`src/rtl/gf2_div_pkg.sv`:
```
// Shared definitions for the GF(2)[x] divider: operand widths, FSM states
// and the degree priority encoder used by several field blocks.
package gf2_div_pkg;

  localparam int N  = 142;        // divisor width
  localparam int SW = 8;          // shift-amount width, holds 0..N-1
  localparam int CW = 10;         // phase cycle counter width, holds up to 3N
  localparam int DW = 2 * N - 1;  // dividend / quotient width
  localparam int RW = N - 1;      // remainder width

  typedef enum logic [2:0] {
    IDLE,
    NORM,
    RUN,
    ALIGN,
    DONE
  } state_t;

  // Index of the highest set coefficient; returns 0 for the zero polynomial,
  // so callers must treat a zero operand separately.
  function automatic logic [SW-1:0] poly_deg(input logic [N-1:0] p);
    logic [SW-1:0] deg;
    deg = '0;
    for (int i = 0; i < N; i++) begin
      if (p[i]) deg = SW'(i);
    end
    return deg;
  endfunction

endpackage

```
`src/rtl/gf2_div_datapath.sv`:
```
// Datapath of the bit-serial GF(2)[x] long divider: dividend shifter D,
// normalised divisor d, partial remainder r and quotient shifter Q.
module gf2_div_datapath
  import gf2_div_pkg::*;
(
  input  logic          clk,
  input  logic          rst_n,
  input  logic          load,
  input  logic          norm_shift,
  input  logic          run_step,
  input  logic          align_shift,
  input  logic [DW-1:0] dividend,
  input  logic [N-1:0]  divisor,
  output logic [DW-1:0] quot,
  output logic [RW-1:0] rem
);

  logic [DW-1:0] dvd_q;
  logic [N-1:0]  dvs_q;
  logic [N-1:0]  rem_q;
  logic [N-1:0]  trial;
  logic [N-1:0]  rem_next;

  // One long-division step: bring down the next dividend bit and subtract
  // (xor) the normalised divisor whenever the leading coefficient is set.
  always_comb begin
    trial    = {rem_q[N-2:0], dvd_q[DW-1]};
    rem_next = trial[N-1] ? (trial ^ dvs_q) : trial;
  end

  // Operand capture, normalisation shift, division step and final align.
  always_ff @(posedge clk or negedge rst_n) begin
    if (!rst_n) begin
      dvd_q <= '0;
      dvs_q <= '0;
      rem_q <= '0;
      quot  <= '0;
    end else if (load) begin
      dvd_q <= dividend;
      dvs_q <= divisor;
      rem_q <= '0;
      quot  <= '0;
    end else begin
      if (norm_shift) begin
        dvs_q <= {dvs_q[N-2:0], 1'b0};
      end
      if (run_step) begin
        dvd_q <= {dvd_q[DW-2:0], 1'b0};
        rem_q <= rem_next;
        quot  <= {quot[DW-2:0], trial[N-1]};
      end
      if (align_shift) begin
        rem_q <= {1'b0, rem_q[N-1:1]};
      end
    end
  end

  assign rem = rem_q[N-2:0];

endmodule

```
`src/rtl/gf2_poly_divider_283bit.sv`:
```
// Sequential GF(2)[x] long divider for a 283-bit dividend and 142-bit
// divisor. Holds the control FSM, phase counter and valid/ready handshakes.
module gf2_poly_divider_283bit
  import gf2_div_pkg::*;
(
  input  logic          clk,
  input  logic          rst_n,
  input  logic          in_valid,
  output logic          in_ready,
  input  logic [DW-1:0] dividend,
  input  logic [N-1:0]  divisor,
  output logic          out_valid,
  input  logic          out_ready,
  output logic [DW-1:0] quotient,
  output logic [RW-1:0] remainder,
  output logic          div_by_zero
);

  state_t        state;
  state_t        next_state;
  logic [SW-1:0] shift_amt;
  logic [SW-1:0] shift_new;
  logic [CW-1:0] cycle_cnt;
  logic [CW-1:0] shift_last;
  logic [CW-1:0] run_last;
  logic          dbz_q;
  logic          accept;
  logic          divisor_zero;
  logic          norm_shift;
  logic          run_step;
  logic          align_shift;
  logic [DW-1:0] quot_int;
  logic [RW-1:0] rem_int;

  assign in_ready     = (state == IDLE);
  assign accept       = in_valid & in_ready;
  assign divisor_zero = (divisor == '0);
  assign shift_new    = SW'(N - 1) - poly_deg(divisor);
  assign shift_last   = CW'(shift_amt) - CW'(1);
  assign run_last     = CW'(DW) + CW'(shift_amt) - CW'(1);

  // State register; reset aborts any operation in flight.
  always_ff @(posedge clk or negedge rst_n) begin
    if (!rst_n) state <= IDLE;
    else        state <= next_state;
  end

  // Next-state logic and per-phase datapath strobes.
  always_comb begin
    next_state  = state;
    norm_shift  = 1'b0;
    run_step    = 1'b0;
    align_shift = 1'b0;
    case (state)
      IDLE: begin
        if (in_valid) begin
          if (divisor_zero)         next_state = DONE;
          else if (shift_new != '0) next_state = NORM;
          else                      next_state = RUN;
        end
      end
      NORM: begin
        norm_shift = 1'b1;
        if (cycle_cnt == shift_last) next_state = RUN;
      end
      RUN: begin
        run_step = 1'b1;
        if (cycle_cnt == run_last) begin
          next_state = (shift_amt != '0) ? ALIGN : DONE;
        end
      end
      ALIGN: begin
        align_shift = 1'b1;
        if (cycle_cnt == shift_last) next_state = DONE;
      end
      DONE: begin
        if (out_ready) next_state = IDLE;
      end
      default: next_state = IDLE;
    endcase
  end

  // Phase cycle counter restarts from zero on every state change.
  always_ff @(posedge clk or negedge rst_n) begin
    if (!rst_n) begin
      cycle_cnt <= '0;
    end else if (next_state != state) begin
      cycle_cnt <= '0;
    end else if (state == NORM || state == RUN || state == ALIGN) begin
      cycle_cnt <= cycle_cnt + CW'(1);
    end
  end

  // Normalisation amount and divide-by-zero flag captured at accept.
  always_ff @(posedge clk or negedge rst_n) begin
    if (!rst_n) begin
      shift_amt <= '0;
      dbz_q     <= 1'b0;
    end else if (accept) begin
      shift_amt <= divisor_zero ? '0 : shift_new;
      dbz_q     <= divisor_zero;
    end else if (state == DONE && out_ready) begin
      dbz_q     <= 1'b0;
    end
  end

  gf2_div_datapath u_datapath (
    .clk         (clk),
    .rst_n       (rst_n),
    .load        (accept),
    .norm_shift  (norm_shift),
    .run_step    (run_step),
    .align_shift (align_shift),
    .dividend    (dividend),
    .divisor     (divisor),
    .quot        (quot_int),
    .rem         (rem_int)
  );

  assign out_valid   = (state == DONE);
  assign quotient    = out_valid ? quot_int : '0;
  assign remainder   = out_valid ? rem_int : '0;
  assign div_by_zero = dbz_q;

endmodule

```
`config.mk`:
```
export PLATFORM = sky130hd
export DESIGN_NAME = gf2_poly_divider_283bit
export DESIGN_NICKNAME = d
export VERILOG_FILES = /design/src/rtl/gf2_div_pkg.sv /design/src/rtl/gf2_div_datapath.sv /design/src/rtl/gf2_poly_divider_283bit.sv
export SDC_FILE = /design/constraint.sdc
export NUM_CORES = 2
export LEC_CHECK = 0
export CAP_MARGIN = 10
export CORE_MARGIN = 10
export CORE_UTILIZATION = 47
export DETAILED_ROUTE_END_ITERATION = 8
export PLACE_DENSITY_LB_ADDON = 0.1
export SLEW_MARGIN = 30
export SYNTH_ARGS = -nofsm -noshare
export SYNTH_HDL_FRONTEND = slang
export SYNTH_HIERARCHICAL = 1
export SYNTH_SLANG_ARGS = --single-unit
```
`constraint.sdc`:
```
create_clock -name clk -period 7.6 [get_ports clk]
set_clock_uncertainty 0.1 [all_clocks]
set_input_delay 1.52 -clock clk [delete_from_list [all_inputs] [get_ports clk]]
set_output_delay 1.52 -clock clk [all_outputs]
set_load 0.02 [all_outputs]
```
==> out/qor.txt <==
Core area -> 99900 um2
Power density over the cells -> 370 nW/um2
Largest net degree at the start of global routing -> 291
Clk sink count -> 872
Post-synth EDFFs -> 0
Total negative setup slack -> 0 ps
Cell taking the most area after synthesis -> dfrtp_1
Synthesis-to-finish area growth -> 24.0%
Post-CTS Resized -> 0
RSZ-0062 raised after global routing -> no
Final clock period utilization by the worst path -> 70.5%
Die height -> 337 um
Synthesized cell area -> 47200 um2
Grt total ovfl -> 0
Vias in the first global route -> 38000
Num CTS Buffers -> 100
Reg power frac -> 40.1%
Critical Path Fanout Max -> 4
Routed Antenna Nets -> 0
DP Area -> 54900 um2
CTS tree -> yes
H-tree depth -> 3
Post-synthesis cell type count -> 83
Number of synthesis warnings -> 6
Root Buffer -> clkbuf_16
Layout Utilization -> 58.6%
Leak Pwr -> 26.6 nW
Routed WL -> 159 mm
Met3 usage in global routing -> 8.39%
Register area share after synthesis -> 46.2%
Reg clk slew, reported paths -> 60 ps
DR vias -> 39300
Nature of the critical path startpoint -> input port
Switch share -> 38.4%
Synth area leaders -> dfrtp_1 (46%), mux2i_1 (15%), and3_1 (7.5%)
Net Switching -> 8.30 mW
Share of post-route cells with drive strength above 1 -> 4.71%
Drt wl/cell -> 23.0 um
Fmax -> 187 MHz
IO Port Bufs -> 855
Gate power share -> 37.0%
Post-Syn Nets -> 5480
DRC -> 0
WHS -> 427 ps
Crit Path Category -> input port to flop
Clk pwr share -> 22.9%
Setup repair bufs after CTS -> 0
Die width -> 337 um
Die area -> 113000 um2
Initial DRC count -> 3523
Pins Over Slew Limit -> 0
WP data required -> 8100 ps
Tot GR Track Use -> 26.8%
Drt via density -> 5.69
Arrival time worst endpoint -> 5870 ps
Status -> complete, no violations
Max-Cap Viols -> 0
RePlAce Congestion -> 0.877
Worst-Margin Slew -> 988 ps
Int Power -> 13.3 mW
Cells after synthesis -> 5045
Setup violations, final -> 0
Worst setup EP type -> flop
Worst vdd ir -> 253 uV
Antenna violations before repair -> 57
DP HPWL -> 111 mm
Relative slew margins -> 34.2%
Met1 Usage GRT -> 33.5%
Tmin final -> 5360 ps
DRT Pass-1 Iters -> 6
Asr flop ratio synth -> 100%
Fin. Hold Viols -> 0
Top Ports -> 856
Top_reg_cell synth -> dfrtp_1
Nets -> 5944
Clk_lat worst skew -> 680 ps
First-pass GRT wire length -> 239 mm
Post-Syn Area per Cell -> 9.35 um2
CTS Hold Bufs -> 0
Row cnt -> 116
Fin area -> 58500 um2
Flops & latches, synth -> 872
Met2 usage -> 43.1%
Share of the synthesized area in the top cell type -> 46.2%
Worst min path class -> flop to flop
CTS Buffer Depth -> 3
Top Usage Layer GRT -> met2
Initial core utilization -> 47.3%
## registers in the layout, summed over array words and instances (netlist names)
register	count
u_datapath/dvs_q	142
u_datapath/quot	283
div_by_zero	1
shift_amt	8
cycle_cnt	10
u_datapath/dvd_q	283
state	3
u_datapath/rem_q	142
## cell type report
class | instances | area, um2
Fill cell | 8792 | 41400
Clock inverter | 40 | 519
Clock buffer | 139 | 2840
Sequential cell | 872 | 21800
Timing Repair Buffer | 908 | 9290
Antenna cell | 25 | 62.6
Multi-Input combinational cell | 3584 | 22200
Inverter | 43 | 176
Tap cell | 1298 | 1620
## per-stage QoR
| step | std cells | setup WS, ps | power, mW |
|---|---|---|---|
| after floorplan | 5045 | 3270 | 15.0 |
| after global placement | 6697 | 1750 | 16.3 |
| after detailed placement | 6698 | 1620 | 16.6 |
| after CTS | 6877 | 2340 | 21.7 |
| after global routing | 6898 | 2060 | 23.1 |
| final | 6909 | 2240 | 21.6 |
## path summary, 6_finish.rpt
path	endpoint	startpoint	slack (ps)	cells past startpoint
worst max-delay path	state[1]	divisor[129]	2240	14
worst min-delay path	u_datapath/quot[282]	u_datapath/quot[282]	430	2
worst max register to register	u_datapath/dvd_q[102]	state[2]	3560	6
worst min register to register	u_datapath/quot[282]	u_datapath/quot[282]	430	2
max in group asynchronous	u_datapath/dvs_q[104]	rst_n	5100	3
min in group asynchronous	u_datapath/quot[75]	rst_n	790	1
## worst max-delay path, stage by stage
cell and delay (ps):
clkdlybuf4s50_1 470, nor2_1 390, nand2_1 270, a2111o_1 540, nor4_1 640, a211oi_1 280
a21boi_0 240, o31a_2 190, ha_1 230, nand3_1 110, a22o_1 220, nand4b_1 190
or4_1 410, o21ai_1 140
## synth_stat cells (5+ instances only)
master / n
inv_1: 41
o211ai_1: 9
o21ai_0: 169
buf_4: 205
nand3_1: 25
a22o_1: 139
a21oi_1: 175
a211oi_1: 10
or3_1: 6
o21bai_1: 5
o41ai_1: 5
or4_1: 10
mux2i_1: 707
nand2_1: 471
o21ai_1: 426
nor4_2: 11
nor2_2: 10
ha_1: 6
nor2_1: 627
nand4_1: 14
xor2_1: 16
o31ai_1: 13
a2111oi_0: 6
buf_6: 8
nor3_1: 19
clkbuf_1: 186
nand2b_1: 10
buf_2: 146
xnor2_1: 12
nor4_1: 40
dfrtp_1: 872
and3_1: 566
## power by group through the flow
| stage | Sequential, mW | Clock, mW | Combinational [mW] |
|---|---|---|---|
| floorplan | 7.99 | 0 | 7.04 |
| global placement | 8.64 | 0 | 7.68 |
| detailed placement | 8.71 | 0 | 7.93 |
| CTS | 8.65 | 5.05 | 7.96 |
| global route | 8.97 | 5.24 | 8.91 |
| finish | 8.67 | 4.95 | 8.00 |
## layer usage
layer,share of wire (%),vias up
li1,-,18500
met1,40,19100
met2,47,1332
met3,8.6,307
met4,3.8,64
met5,0.27,-
## cell usage in the layout (no fill, tap or decap), drive strengths merged, types with 10 or more instances in the layout
cell type      Yosys  final
dfrtp            872    872
clkdlybuf4s50      0    854
mux2i            707    707
nor2             638    638
o21ai            595    595
and3             566    566
nand2            472    472
a21oi            176    176
a22o             140    140
clkbuf           186    139
nor4              54     54
buf              360     54
inv               42     48
diode              0     25
nand3             25     25
clkinv             1     21
nor3              20     20
xor2              17     17
nand4             16     16
o31ai             13     13
xnor2             12     12
or4               11     11
a211oi            11     11
nand2b            10     10
## cell families after synthesis
logic type / share of synthesized area, %
mux: 15.0
compound gates: 12.4
fa+ha+maj: 0.159
flops: 46.2
simple gates: 18.8
xor+xnor: 0.554
buf+inv: 6.83
No activity file was read; power rests on OpenSTA's default activity.
